$ cat config.mk
export PLATFORM = sky130hd
export DESIGN_NAME = ps2_host_tx
export DESIGN_NICKNAME = d
export VERILOG_FILES = /design/src/rtl/ps2_host_tx_pkg.sv /design/src/rtl/ps2_clk_filter.sv /design/src/rtl/ps2_host_tx.sv
export SDC_FILE = /design/constraint.sdc
export NUM_CORES = 1
export LEC_CHECK = 0
export ABC_AREA = 1
export CORE_MARGIN = 5
export CORE_UTILIZATION = 60
export DETAILED_ROUTE_END_ITERATION = 10
export GPL_ROUTABILITY_DRIVEN = 0
export GPL_TIMING_DRIVEN = 0
export PLACE_DENSITY = 0.81
export SKIP_CTS_REPAIR_TIMING = 1
export SYNTH_ARGS = -nofsm -noshare
export SYNTH_HDL_FRONTEND = slang
export SYNTH_SLANG_ARGS = --single-unit
$ cat constraint.sdc
create_clock -name clk -period 2.8 [get_ports clk]
set_input_delay 0.84 -clock clk [delete_from_list [all_inputs] [get_ports clk]]
set_output_delay 0.84 -clock clk [all_outputs]
set_load 0.03 [all_outputs]
$ cat src/rtl/ps2_host_tx_pkg.sv
// Shared constants for the PS/2 host transmitter: state encoding, parameter defaults,
// command bytes and the frame parity helper.
package ps2_host_tx_pkg;

    localparam int unsigned DefInhibitCycles = 5000;    // 100 us at 50 MHz
    localparam int unsigned DefFilterLen     = 8;
    localparam int unsigned DefTimeoutCycles = 750000;  // 15 ms at 50 MHz

    localparam logic [7:0] CmdSetLeds = 8'hED;
    localparam logic [7:0] CmdReset   = 8'hFF;

    typedef enum logic [2:0] {
        StIdle     = 3'd0,
        StRts      = 3'd1,
        StStart    = 3'd2,
        StData     = 3'd3,
        StAck      = 3'd4,
        StWaitIdle = 3'd5
    } tx_state_e;

    function automatic logic odd_parity(input logic [7:0] b);
        return ~^b;
    endfunction

endpackage

$ cat src/rtl/ps2_clk_filter.sv
// 2-FF synchronizer plus FILTER_LEN-deep unanimous filter for a PS/2 line.
// level changes only when every tap agrees; fall is a one-cycle tick on the 1->0 change.
module ps2_clk_filter
    import ps2_host_tx_pkg::*;
#(
    parameter int unsigned FILTER_LEN = DefFilterLen
) (
    input  logic clk,
    input  logic reset,
    input  logic raw,
    output logic level,
    output logic fall,
    output logic sync
);

    logic [1:0]            sync_q;
    logic [FILTER_LEN-2:0] shift_q;
    logic                  level_q;
    logic [FILTER_LEN-1:0] window;
    logic                  all_low;
    logic                  all_high;

    // The synchronizer output is the newest tap, so a change lands 2+FILTER_LEN cycles later.
    assign window   = {shift_q, sync_q[1]};
    assign all_low  = ~|window;
    assign all_high = &window;

    always_ff @(posedge clk or negedge reset) begin
        if (!reset) begin
            sync_q  <= 2'b11;
            shift_q <= '1;
            level_q <= 1'b1;
        end else begin
            sync_q  <= {sync_q[0], raw};
            shift_q <= window[FILTER_LEN-2:0];
            if (all_low) begin
                level_q <= 1'b0;
            end else if (all_high) begin
                level_q <= 1'b1;
            end
        end
    end

    assign level = level_q;
    assign fall  = level_q & all_low;
    assign sync  = sync_q[1];

endmodule

$ cat src/rtl/ps2_host_tx.sv
// Host-to-device PS/2 transmitter: request-to-send, 11-clock frame and ACK check.
// Define PS2_TX_WATCHDOG_EN to build the device-clock watchdog that drives tx_err.
module ps2_host_tx
    import ps2_host_tx_pkg::*;
#(
    parameter int unsigned INHIBIT_CYCLES = DefInhibitCycles,
    parameter int unsigned FILTER_LEN     = DefFilterLen,
    parameter int unsigned TIMEOUT_CYCLES = DefTimeoutCycles
) (
    input  logic       clk,
    input  logic       reset,
    input  logic       wr_ps2,
    input  logic [7:0] din,
    input  logic       ps2c_in,
    input  logic       ps2d_in,
    output logic       ps2c_oe,
    output logic       ps2d_oe,
    output logic       tx_idle,
    output logic       tx_done_tick,
    output logic       ack_err,
    output logic       tx_err
);

    localparam int unsigned InhW = $clog2(INHIBIT_CYCLES + 1);
    localparam logic [InhW-1:0] InhLast = InhW'(INHIBIT_CYCLES - 1);

    tx_state_e       state_q, state_d;
    logic [InhW-1:0] cnt_q, cnt_d;
    logic [3:0]      bit_q, bit_d;
    logic [8:0]      frame_q, frame_d;
    logic            ack_q, ack_d;

    logic c_level, c_fall, c_sync_unused;
    logic d_level, d_fall_unused, d_sync;

    logic c_oe_raw, d_oe_raw, done_raw;
    logic abort;

    ps2_clk_filter #(
        .FILTER_LEN(FILTER_LEN)
    ) u_clk_filter (
        .clk  (clk),
        .reset(reset),
        .raw  (ps2c_in),
        .level(c_level),
        .fall (c_fall),
        .sync (c_sync_unused)
    );

    ps2_clk_filter #(
        .FILTER_LEN(FILTER_LEN)
    ) u_data_filter (
        .clk  (clk),
        .reset(reset),
        .raw  (ps2d_in),
        .level(d_level),
        .fall (d_fall_unused),
        .sync (d_sync)
    );

    always_comb begin
        state_d  = state_q;
        cnt_d    = cnt_q;
        bit_d    = bit_q;
        frame_d  = frame_q;
        ack_d    = ack_q;
        c_oe_raw = 1'b0;
        d_oe_raw = 1'b0;
        done_raw = 1'b0;
        unique case (state_q)
            StIdle: begin
                if (wr_ps2) begin
                    frame_d = {odd_parity(din), din};
                    cnt_d   = '0;
                    state_d = StRts;
                end
            end
            StRts: begin
                c_oe_raw = 1'b1;
                d_oe_raw = 1'b1;
                if (cnt_q == InhLast) begin
                    state_d = StStart;
                end else begin
                    cnt_d = cnt_q + 1'b1;
                end
            end
            StStart: begin
                d_oe_raw = 1'b1;
                if (c_fall) begin
                    bit_d   = 4'd0;
                    state_d = StData;
                end
            end
            StData: begin
                d_oe_raw = ~frame_q[bit_q];
                if (c_fall) begin
                    if (bit_q == 4'd8) begin
                        state_d = StAck;
                    end else begin
                        bit_d = bit_q + 4'd1;
                    end
                end
            end
            StAck: begin
                if (c_fall) begin
                    ack_d   = d_level;
                    state_d = StWaitIdle;
                end
            end
            StWaitIdle: begin
                if (c_level && d_sync) begin
                    done_raw = 1'b1;
                    state_d  = StIdle;
                end
            end
            default: state_d = StIdle;
        endcase
    end

    always_ff @(posedge clk or negedge reset) begin
        if (!reset) begin
            state_q <= StIdle;
            cnt_q   <= '0;
            bit_q   <= '0;
            frame_q <= '0;
            ack_q   <= 1'b0;
        end else begin
            state_q <= abort ? StIdle : state_d;
            cnt_q   <= cnt_d;
            bit_q   <= bit_d;
            frame_q <= frame_d;
            ack_q   <= ack_d;
        end
    end

`ifdef PS2_TX_WATCHDOG_EN
    localparam int unsigned WdW = $clog2(TIMEOUT_CYCLES + 1);
    localparam logic [WdW-1:0] WdLast = WdW'(TIMEOUT_CYCLES - 1);

    logic [WdW-1:0] wd_q, wd_d;
    logic           wd_active;

    // Held at zero outside the device-clocked states, so START always begins from zero.
    always_comb begin
        wd_active = (state_q == StStart) || (state_q == StData) ||
                    (state_q == StAck) || (state_q == StWaitIdle);
        wd_d      = wd_q;
        if (!wd_active || c_fall) begin
            wd_d = '0;
        end else begin
            wd_d = wd_q + 1'b1;
        end
        abort = wd_active && !c_fall && (wd_q == WdLast);
    end

    always_ff @(posedge clk or negedge reset) begin
        if (!reset) begin
            wd_q <= '0;
        end else begin
            wd_q <= wd_d;
        end
    end
`else
    localparam int unsigned unused_timeout = TIMEOUT_CYCLES;
    assign abort = 1'b0;
`endif

    assign ps2c_oe      = c_oe_raw & ~abort;
    assign ps2d_oe      = d_oe_raw & ~abort;
    assign tx_done_tick = done_raw & ~abort;
    assign ack_err      = done_raw & ~abort & ack_q;
    assign tx_err       = abort;
    assign tx_idle      = (state_q == StIdle) | tx_done_tick | abort;

endmodule

* Yosys cells after proc, flatten, opt, wreduce, memory -nomap -nowiden
Index checks and enable logic that the tools add are counted.
Cells by class: $add $sub $neg 2, eq/ne operators 18, bitwise gates (word level) 4, reductions and logical operators 16, muxes and demuxes 25, $lt $le $gt $ge 1
Operators by type and width (number):
- $mux 13 | 2
- $pmux 13 s2 | 1
- $mux 3 | 7
- $ne 2x2->1 const B | 9
- $pmux 3 s6 | 1
- $reduce_and 8->1 | 2
- $reduce_or 8->1 | 2
- $add 13x1->13 const B | 1
- $eq 13x13->1 const B | 1
- $mux 4 | 3
- $mux 1 | 8
- $pmux 4 s2 | 1
- $reduce_xnor 8->1 | 1
- $reduce_and 7->1 | 1
- $eq 3x2->1 const B | 2
- $eq 3x3->1 const B | 2
- $lt 4x5->1 const B | 1
- $add 4x1->4 const B | 1
- $bmux 1 s4 | 1
- $eq 4x4->1 const B | 1
- $ne 2x1->1 const B | 2
- $reduce_and 2->1 | 2
- $reduce_and 4->1 | 1
- $reduce_bool 2->1 | 2
- 10 further kinds | 11
Storage, ports and cells: output and inout bits 6, input port bits 13, flip-flop bits (word level) 50, word-level logic and storage cells 77

* Logic depth before layout (Yosys ltp)
Gate-level depths: netlist of the first run.
word-level depth 5, mapped depth 10, gate-level depth less buffers 9

* Cells and area by module
Synthesis of the first run repeated with hierarchy kept, for this count alone.
Second synthesis, totals: cell total of the unflattened synthesis 330, area, all modules 2618.8 um2
Modules (own cells, without submodules):
- ps2_host_tx | area an instance 1950.6 um2, cells an instance 276, times used 1, seq. area each 750.7 um2
- ps2_clk_filter | area an instance 334.1 um2, cells an instance 27, times used 2, seq. area each 262.8 um2

* Worst setup path before layout of the first run
No wires, ideal clock.
path type flip-flop to output port, start register state_q[2], end output port ack_err, required time 1960 ps, path buffers 0, path slack 242 ps, arrival time 1718 ps, stages on the path, launching flop included 7, cells stage by stage dfrtp_1 inv_1 nor2_1 nand2_1 nor2_1 inv_1 nor2_1
Between the ends: word-level cells in the longest chain between the ends 3
Ends and longest elaborated chain:
- start, declared | line ps2_host_tx.sv:27 | tx_state_e state_q, state_d;
- start signal, assigned | line ps2_host_tx.sv:122 | state_q <= StIdle;
- start signal, assigned | line ps2_host_tx.sv:128 | state_q <= abort ? StIdle : state_d;
- $eq 3x3->1 | line ps2_host_tx.sv:70 | unique case (state_q)
- $mux 1 | line ps2_host_tx.sv:70
- net tx_done_tick | line ps2_host_tx.sv:19 | output logic tx_done_tick,
- $and 1x1->1 | line ps2_host_tx.sv:171 | assign ack_err = done_raw & ~abort & ack_q;
- end, declared | line ps2_host_tx.sv:20 | output logic ack_err,
The timed path passes the listed nets, and every way through them passes these cells.

* Final worst setup path of the first run
start register state_q[1], end output port ps2d_oe
Between the ends: word-level cells in the longest chain between the ends 3, elaborated cells between the ends (all ways) 5, those cells by class eq/ne: 3; mux: 1; reduce/logical: 1
Ends and longest elaborated chain:
- $eq 3x2->1 / $eq 3x1->1 (equally long branches) | line ps2_host_tx.sv:70
- $reduce_or 2->1 (no source line)
- $pmux 1 s2 (*) | line ps2_host_tx.sv:70
- end, declared | line ps2_host_tx.sv:17 | output logic ps2d_oe,
Mark *: on every way between the ends. The rest lies on a longest branch, timed or not.

==> impl_metrics.py, run 1 <==
metrics = {
    "logic_synthesis": {
        "yosysMostFrequentCell": "nand2_1",
        "synth_seq_cells": 50,
        "synthTopCellsByArea": "dfrtp_1, dfstp_2, nand2_1",
        "synthDistinctLibCells": 26,
        "avgSynthCellArea_um2": 7.722,
        "synth_area_um2": 2610,
        "yosys-top-cells-count": "nand2_1, nor2_1, inv_1, dfrtp_1, nand3_1",
        "async_flop_share": 1.000,
        "yosysWarnings": 0,
        "yosysTopAreaCell": "dfrtp_1",
        "postSynthCellCount": 338,
        "synth-main-ff-cell": "dfrtp_1",
        "synth-edff-count": 0,
        "synth_seq_area_share": 0.4890,
        "synth.top_cell.area_share": 0.2876,
        "synth_fp_nets": 354,
    },
    "setup_path": {
        "critPathMaxFanout": 7,
        "crit_type": "reg2out",
        "crit_arrival_ps": 1690,
        "end_kind": "primary output",
        "ff2ff_path_depth": 8,
        "start_kind": "flip-flop",
        "r2r_start": "cnt_q[0]$_DFFE_PN0P_",
        "ff2ff_setup_slack_ps": 1080,
        "timing.rr.end": "cnt_q[10]$_DFFE_PN0P_",
        "crit_required_ps": 1960,
    },
    "die": {
        "ioPinCount": 19,
        "initial_core_util": 0.6078,
        "dieArea_um2": 5769,
        "die_height_um": 75.96,
        "fp.dieW_um": 75.96,
        "rows": 24,
        "coreArea_um2": 4294,
    },
    "finish": {
        "n_antenna_cell": 0,
        "nets": 380,
        "syn_to_final_growth_pct": 13.95,
        "utilization": 0.6926,
        "fin_area_um2": 2974,
        "layout-drive-gt1-share": 0.1233,
    },
    "global_route": {
        "grt-ovfl-total": 0,
        "antenna_found_initial": 0,
        "track_usage": 0.1854,
        "grt_max_degree": 29,
        "grt_first_pass_wirelength_mm": 8.956,
        "grt_pass1_vias": 2134,
    },
    "drt": {
        "vias": 2159,
        "top_layer": "met4",
        "drt_iter0_drc": 104,
        "ant_nets": 0,
        "avgRoutedWirePerCell_um": 11.64,
        "drc": 0,
        "via_per_inst": 5.177,
        "drtPass1Iterations": 4,
        "wl_met3_um": 138,
        "wl_met2_mm": 2.555,
        "wl_met1_mm": 2.083,
        "wirelength_mm": 4.852,
    },
    "clocking": {
        "cts_tree": "done",
        "clockRootBuffer": "clkbuf_8",
        "h-tree-depth": 2,
        "cts_buffers": 5,
        "insertion_delay_ps": 300,
        "clk_pin_slew_ps": 100,
        "cts.sinks": 50,
        "clockBufferDepth": 2,
    },
    "timing": {
        "setup_viol": 0,
        "relSlewSlack": 0.6439,
        "clock.fmax_ghz": 0.3949,
        "hold_violations": 0,
        "min_period_over_period": 0.9044,
        "rsz0062_at_grt": "false",
        "post-route-min-period_ps": 2532,
        "skew_ps": 9.649,
        "tightestPinTransition_ps": 534.2,
        "slew_viol_final": 0,
    },
    "placed_design": {
        "dp_hpwl_mm": 3.738,
        "place_area_um2": 2860,
        "io_buffers": 17,
    },
    "pwr": {
        "max-vdd-ir-drop_v": 0.0002949,
        "combPwrFrac": 0.057,
        "p_clk_frac": 0.346,
        "pwr-share-seq": 0.597,
        "power_density_nw_per_um2": 429.5,
        "p_leak_nw": 1.481,
        "power.switching_mw": 0.3065,
        "switching_share": 0.2400,
        "internal_power_mw": 0.9708,
    },
    "flow_run": {
        "maxCapViolations": 0,
    },
    "outcome": {
        "status": "finished clean",
    },
    "worst_hold_path": {
        "min_delay_path_depth": 0,
        "hp-class": "reg2reg",
        "hp-start": "u_data_filter.sync_q[0]$_DFF_PN1_",
        "min_to": "u_data_filter.sync_q[1]$_DFF_PN1_",
    },
}
critical path: stages, from the launching register on:
cell,delay [ps]
dfrtp_1,350
buf_6,130
nand2_1,60
nor2_2,190
inv_1,140
a41oi_1,180
nand2_1,80
nand2_1,60
clkbuf_2,200
how the worst max path moves through the flow:
stage,from,end,slack (ps),cells after the start
2_1_floorplan,state_q[2]$_DFFE_PN0P_,ack_err,240,6
3_3_place_gp,reset,frame_q[4]$_DFFE_PN0P_,-450,1
3_5_place_dp,state_q[1]$_DFFE_PN0P_,ps2d_oe,10,7
4_1_cts,state_q[2]$_DFFE_PN0P_,ps2d_oe,-330,6
5_1_grt,state_q[1]$_DFFE_PN0P_,ps2d_oe,60,8
6_report,state_q[1]$_DFFE_PN0P_,ps2d_oe,270,8
sequential cells by signal (all words and copies together), names as in the netlist:
signal and count:
cnt_q 13, u_clk_filter.level 1, u_data_filter.shift_q 7, u_clk_filter.sync_q 2, u_data_filter.sync_q 2, bit_q 4
u_data_filter.level 1, frame_q 9, ack_q 1, state_q 3, u_clk_filter.shift_q 7
power by group through the flow:
stage	sequential, mW	clock (mW)	combinational (mW)
finish	0.763	0.442	0.0724
detailed placement	0.776	0	0.0742
global placement	0.775	0	0.0687
floorplan	0.772	0	0.0310
global route	0.766	0.489	0.0825
CTS	0.763	0.457	0.0743
layout by cell type, fill, tap and decap left out, types with 2 or more instances in the layout:
master           instances
a21oi_1                  2
buf_2                    2
buf_4                    3
clkbuf_8                 5
clkdlybuf4s50_1         11
dfrtp_1                 29
dfstp_2                 20
dlymetal6s2s_1           4
ha_1                     3
inv_1                   39
inv_2                    2
nand2_1                114
nand3_1                 24
nand4_1                 10
nor2_1                  47
nor4_1                   2
o21ai_0                 17
o22ai_1                  2
xnor2_1                  6
xor2_1                   7
metrics by stage:
stage / power [mW] / setup WS [ps] / hold slack, ps / std cells / TNS [ps]
2_1_floorplan: 0.8031 / 242.4 / 345.2 / 338 / 0
5_1_grt: 1.337 / 61.07 / 366.0 / 417 / 0
3_5_place_dp: 0.8502 / 13.86 / 346.8 / 408 / 0
3_3_place_gp: 0.8441 / -454.4 / 346.0 / 407 / -13580
6_report: 1.277 / 267.6 / 361.1 / 417 / 0
4_1_cts: 1.295 / -334.2 / 362.0 / 416 / -626.7
final cells by class:
cell class	count	area (um^2)
clock inverters	3	28.78
well taps	52	65.06
repair buffers	19	197.7
multi-input cells	242	1136
inverters	41	153.9
plain buffers	5	46.29
clock buffers	5	68.82
fillers	358	1320
flip-flops and latches	50	1277
cells by family (layout without fill, tap and decap cells):
| kind of cell | Yosys count | in the layout | share of synthesized area |
|---|---|---|---|
| buffers and inverters | 46 | 73 | 0.07670 |
| adders and majority gates | 3 | 3 | 0.01438 |
| DFF | 50 | 50 | 0.4890 |
| and+or+nand+nor | 203 | 203 | 0.3303 |
| AOI/OAI and AO/OA | 22 | 22 | 0.04458 |
| xor gates and xnor gates | 13 | 13 | 0.04362 |
| other | 1 | 1 | 0.001437 |
routing by layer:
metal / vias to the layer above / track usage
met2: 34 / 0.3382
met4: 0 / 0.07117
met5: - / 0
met1: 1010 / 0.2104
li1: 1109 / -
met3: 6 / 0.03555
(Power assumes the default switching activity.)
==> inputs of run 2 (changes only) <==
--- a/config.mk
+++ b/config.mk
@@ -6,12 +6,14 @@
 export NUM_CORES = 1
 export LEC_CHECK = 0
 export ABC_AREA = 1
+export CELL_PAD_IN_SITES_DETAIL_PLACEMENT = 0
+export CELL_PAD_IN_SITES_GLOBAL_PLACEMENT = 1
 export CORE_MARGIN = 5
-export CORE_UTILIZATION = 60
+export CORE_UTILIZATION = 46
 export DETAILED_ROUTE_END_ITERATION = 10
 export GPL_ROUTABILITY_DRIVEN = 0
 export GPL_TIMING_DRIVEN = 0
-export PLACE_DENSITY = 0.81
+export PLACE_DENSITY_LB_ADDON = 0.1
 export SKIP_CTS_REPAIR_TIMING = 1
 export SYNTH_ARGS = -nofsm -noshare
 export SYNTH_HDL_FRONTEND = slang
==> impl_metrics.py, run 2 (synthesis gave the netlist of run 1 again) <==
metrics = {
    "outcome": {
        "status": "finished clean",
    },
    "setup_path": {
        "crit_type": "reg2out",
        "critPathMaxFanout": 7,
        "crit_arrival_ps": 1760,
        "end_kind": "primary output",
        "start_kind": "flip-flop",
        "crit_required_ps": 1960,
    },
    "clocking": {
        "clockRootBuffer": "clkbuf_8",
        "insertion_delay_ps": 310,
        "clk_pin_slew_ps": 100,
        "h-tree-depth": 2,
        "clockBufferDepth": 2,
        "cts_buffers": 5,
        "cts.sinks": 50,
        "cts_tree": "done",
    },
    "pwr": {
        "p_total_mw": 1.323,
        "power_density_nw_per_um2": 438.7,
        "p_leak_nw": 1.491,
        "max-vdd-ir-drop_v": 0.0002127,
    },
    "finish": {
        "largest_register": "cnt_q",
        "reg.largest.list": "cnt_q (13), frame_q (9)",
        "mostFrequentLayoutCells": "nand2_1, nor2_1, inv_1",
        "largest_reg_flops": 13,
        "final_common_cell": "nand2_1",
        "utilization": 0.5478,
        "n_antenna_cell": 0,
        "syn_to_final_growth_pct": 15.58,
        "fin_area_um2": 3017,
        "nets": 381,
        "layout-drive-gt1-share": 0.1257,
    },
    "timing": {
        "hold_violations": 0,
        "worst_slack_ps": 202.2,
        "rsz0062_at_grt": "false",
        "slew_viol_final": 0,
        "whs_ps": 353.5,
        "setup_viol": 0,
        "post-route-min-period_ps": 2598,
        "skew_ps": 9.121,
        "clock.fmax_ghz": 0.3849,
        "min_period_over_period": 0.9278,
    },
    "die": {
        "ioPinCount": 19,
        "fp.dieW_um": 85.33,
        "rows": 27,
        "dieArea_um2": 7280,
        "die_height_um": 85.33,
        "initial_core_util": 0.4740,
        "coreArea_um2": 5507,
    },
    "drt": {
        "via_per_inst": 4.895,
        "drt_iter0_drc": 88,
        "drtPass1Iterations": 4,
        "drc": 0,
        "avgRoutedWirePerCell_um": 11.78,
        "wirelength_mm": 5.158,
        "vias": 2144,
        "ant_nets": 0,
    },
    "placed_design": {
        "dp_slack_ps": -67.97,
        "dp_hpwl_mm": 3.773,
        "place_area_um2": 2885,
        "io_buffers": 17,
    },
    "global_route": {
        "grt-ovfl-total": 0,
        "grt_first_pass_wirelength_mm": 8.694,
        "grt_max_degree": 36,
        "antenna_found_initial": 0,
        "track_usage": 0.1474,
        "grt_pass1_vias": 1888,
    },
    "worst_hold_path": {
        "hp-class": "reg2reg",
    },
    "flow_run": {
        "maxCapViolations": 0,
    },
}
==> run 2: cell types whose count changed in the layout (fill, tap and decap cells not counted) <==
| cell | previous run | this run |
|---|---|---|
| buf_4 | 3 | 4 |
| clkbuf_16 | 0 | 1 |
| clkinv_2 | 0 | 1 |
| clkinv_4 | 1 | 0 |
| inv_8 | 1 | 0 |
==> run 2: cell type report <==
type	count	area, um^2
inverters	41	153.9
clock inverters	2	13.76
well taps	72	90.09
plain buffers	5	46.29
fillers	576	2490
multi-input cells	242	1136
flip-flops and latches	50	1277
clock buffers	6	93.84
repair buffers	20	205.2
==> run 2: power breakdown <==
part | switching (mW) | total (mW) | internal [mW]
combinational | 0.0401 | 0.0724 | 0.0323
sequential | 0.0110 | 0.762 | 0.751
clock | 0.256 | 0.489 | 0.232
==> run 2: path summary, 6_finish.rpt <==
check	to	start	cells after the start	slack, ps
min in group asynchronous	frame_q[0]$_DFFE_PN0P_	reset	1	440
hold / removal	u_data_filter.sync_q[1]$_DFF_PN1_	u_data_filter.sync_q[0]$_DFF_PN1_	0	350
setup reg to reg	cnt_q[10]$_DFFE_PN0P_	cnt_q[0]$_DFFE_PN0P_	8	1060
hold reg to reg	u_data_filter.sync_q[1]$_DFF_PN1_	u_data_filter.sync_q[0]$_DFF_PN1_	0	350
max in group asynchronous	u_data_filter.sync_q[0]$_DFF_PN1_	reset	2	1790
setup / recovery	ps2d_oe	state_q[1]$_DFFE_PN0P_	8	200
==> run 2: metrics by stage <==
stage                     cells  setup TNS [ps]
after floorplan             338               0
after global placement      427          -16170
after detailed placement    428          -67.97
after CTS                   436          -820.6
after global routing        438               0
final                       438               0
==> run 2: worst max-delay path: stages (launching register included) <==
cell	delay, ps
dfrtp_1	360
buf_6	130
nand2_1	60
nor2_2	190
inv_1	150
a41oi_1	210
nand2_1	80
nand2_1	60
clkbuf_2	200
==> run 2: per-layer routing <==
metal / global-route usage / share of wire / routed length [um] / vias to the layer above
met5: 0 / 0 / 0 / -
met4: 0.04748 / 0.011 / 57 / 0
met3: 0.03301 / 0.060 / 307 / 5
met2: 0.2196 / 0.44 / 2246 / 45
met1: 0.2116 / 0.49 / 2547 / 975
li1: - / - / - / 1119
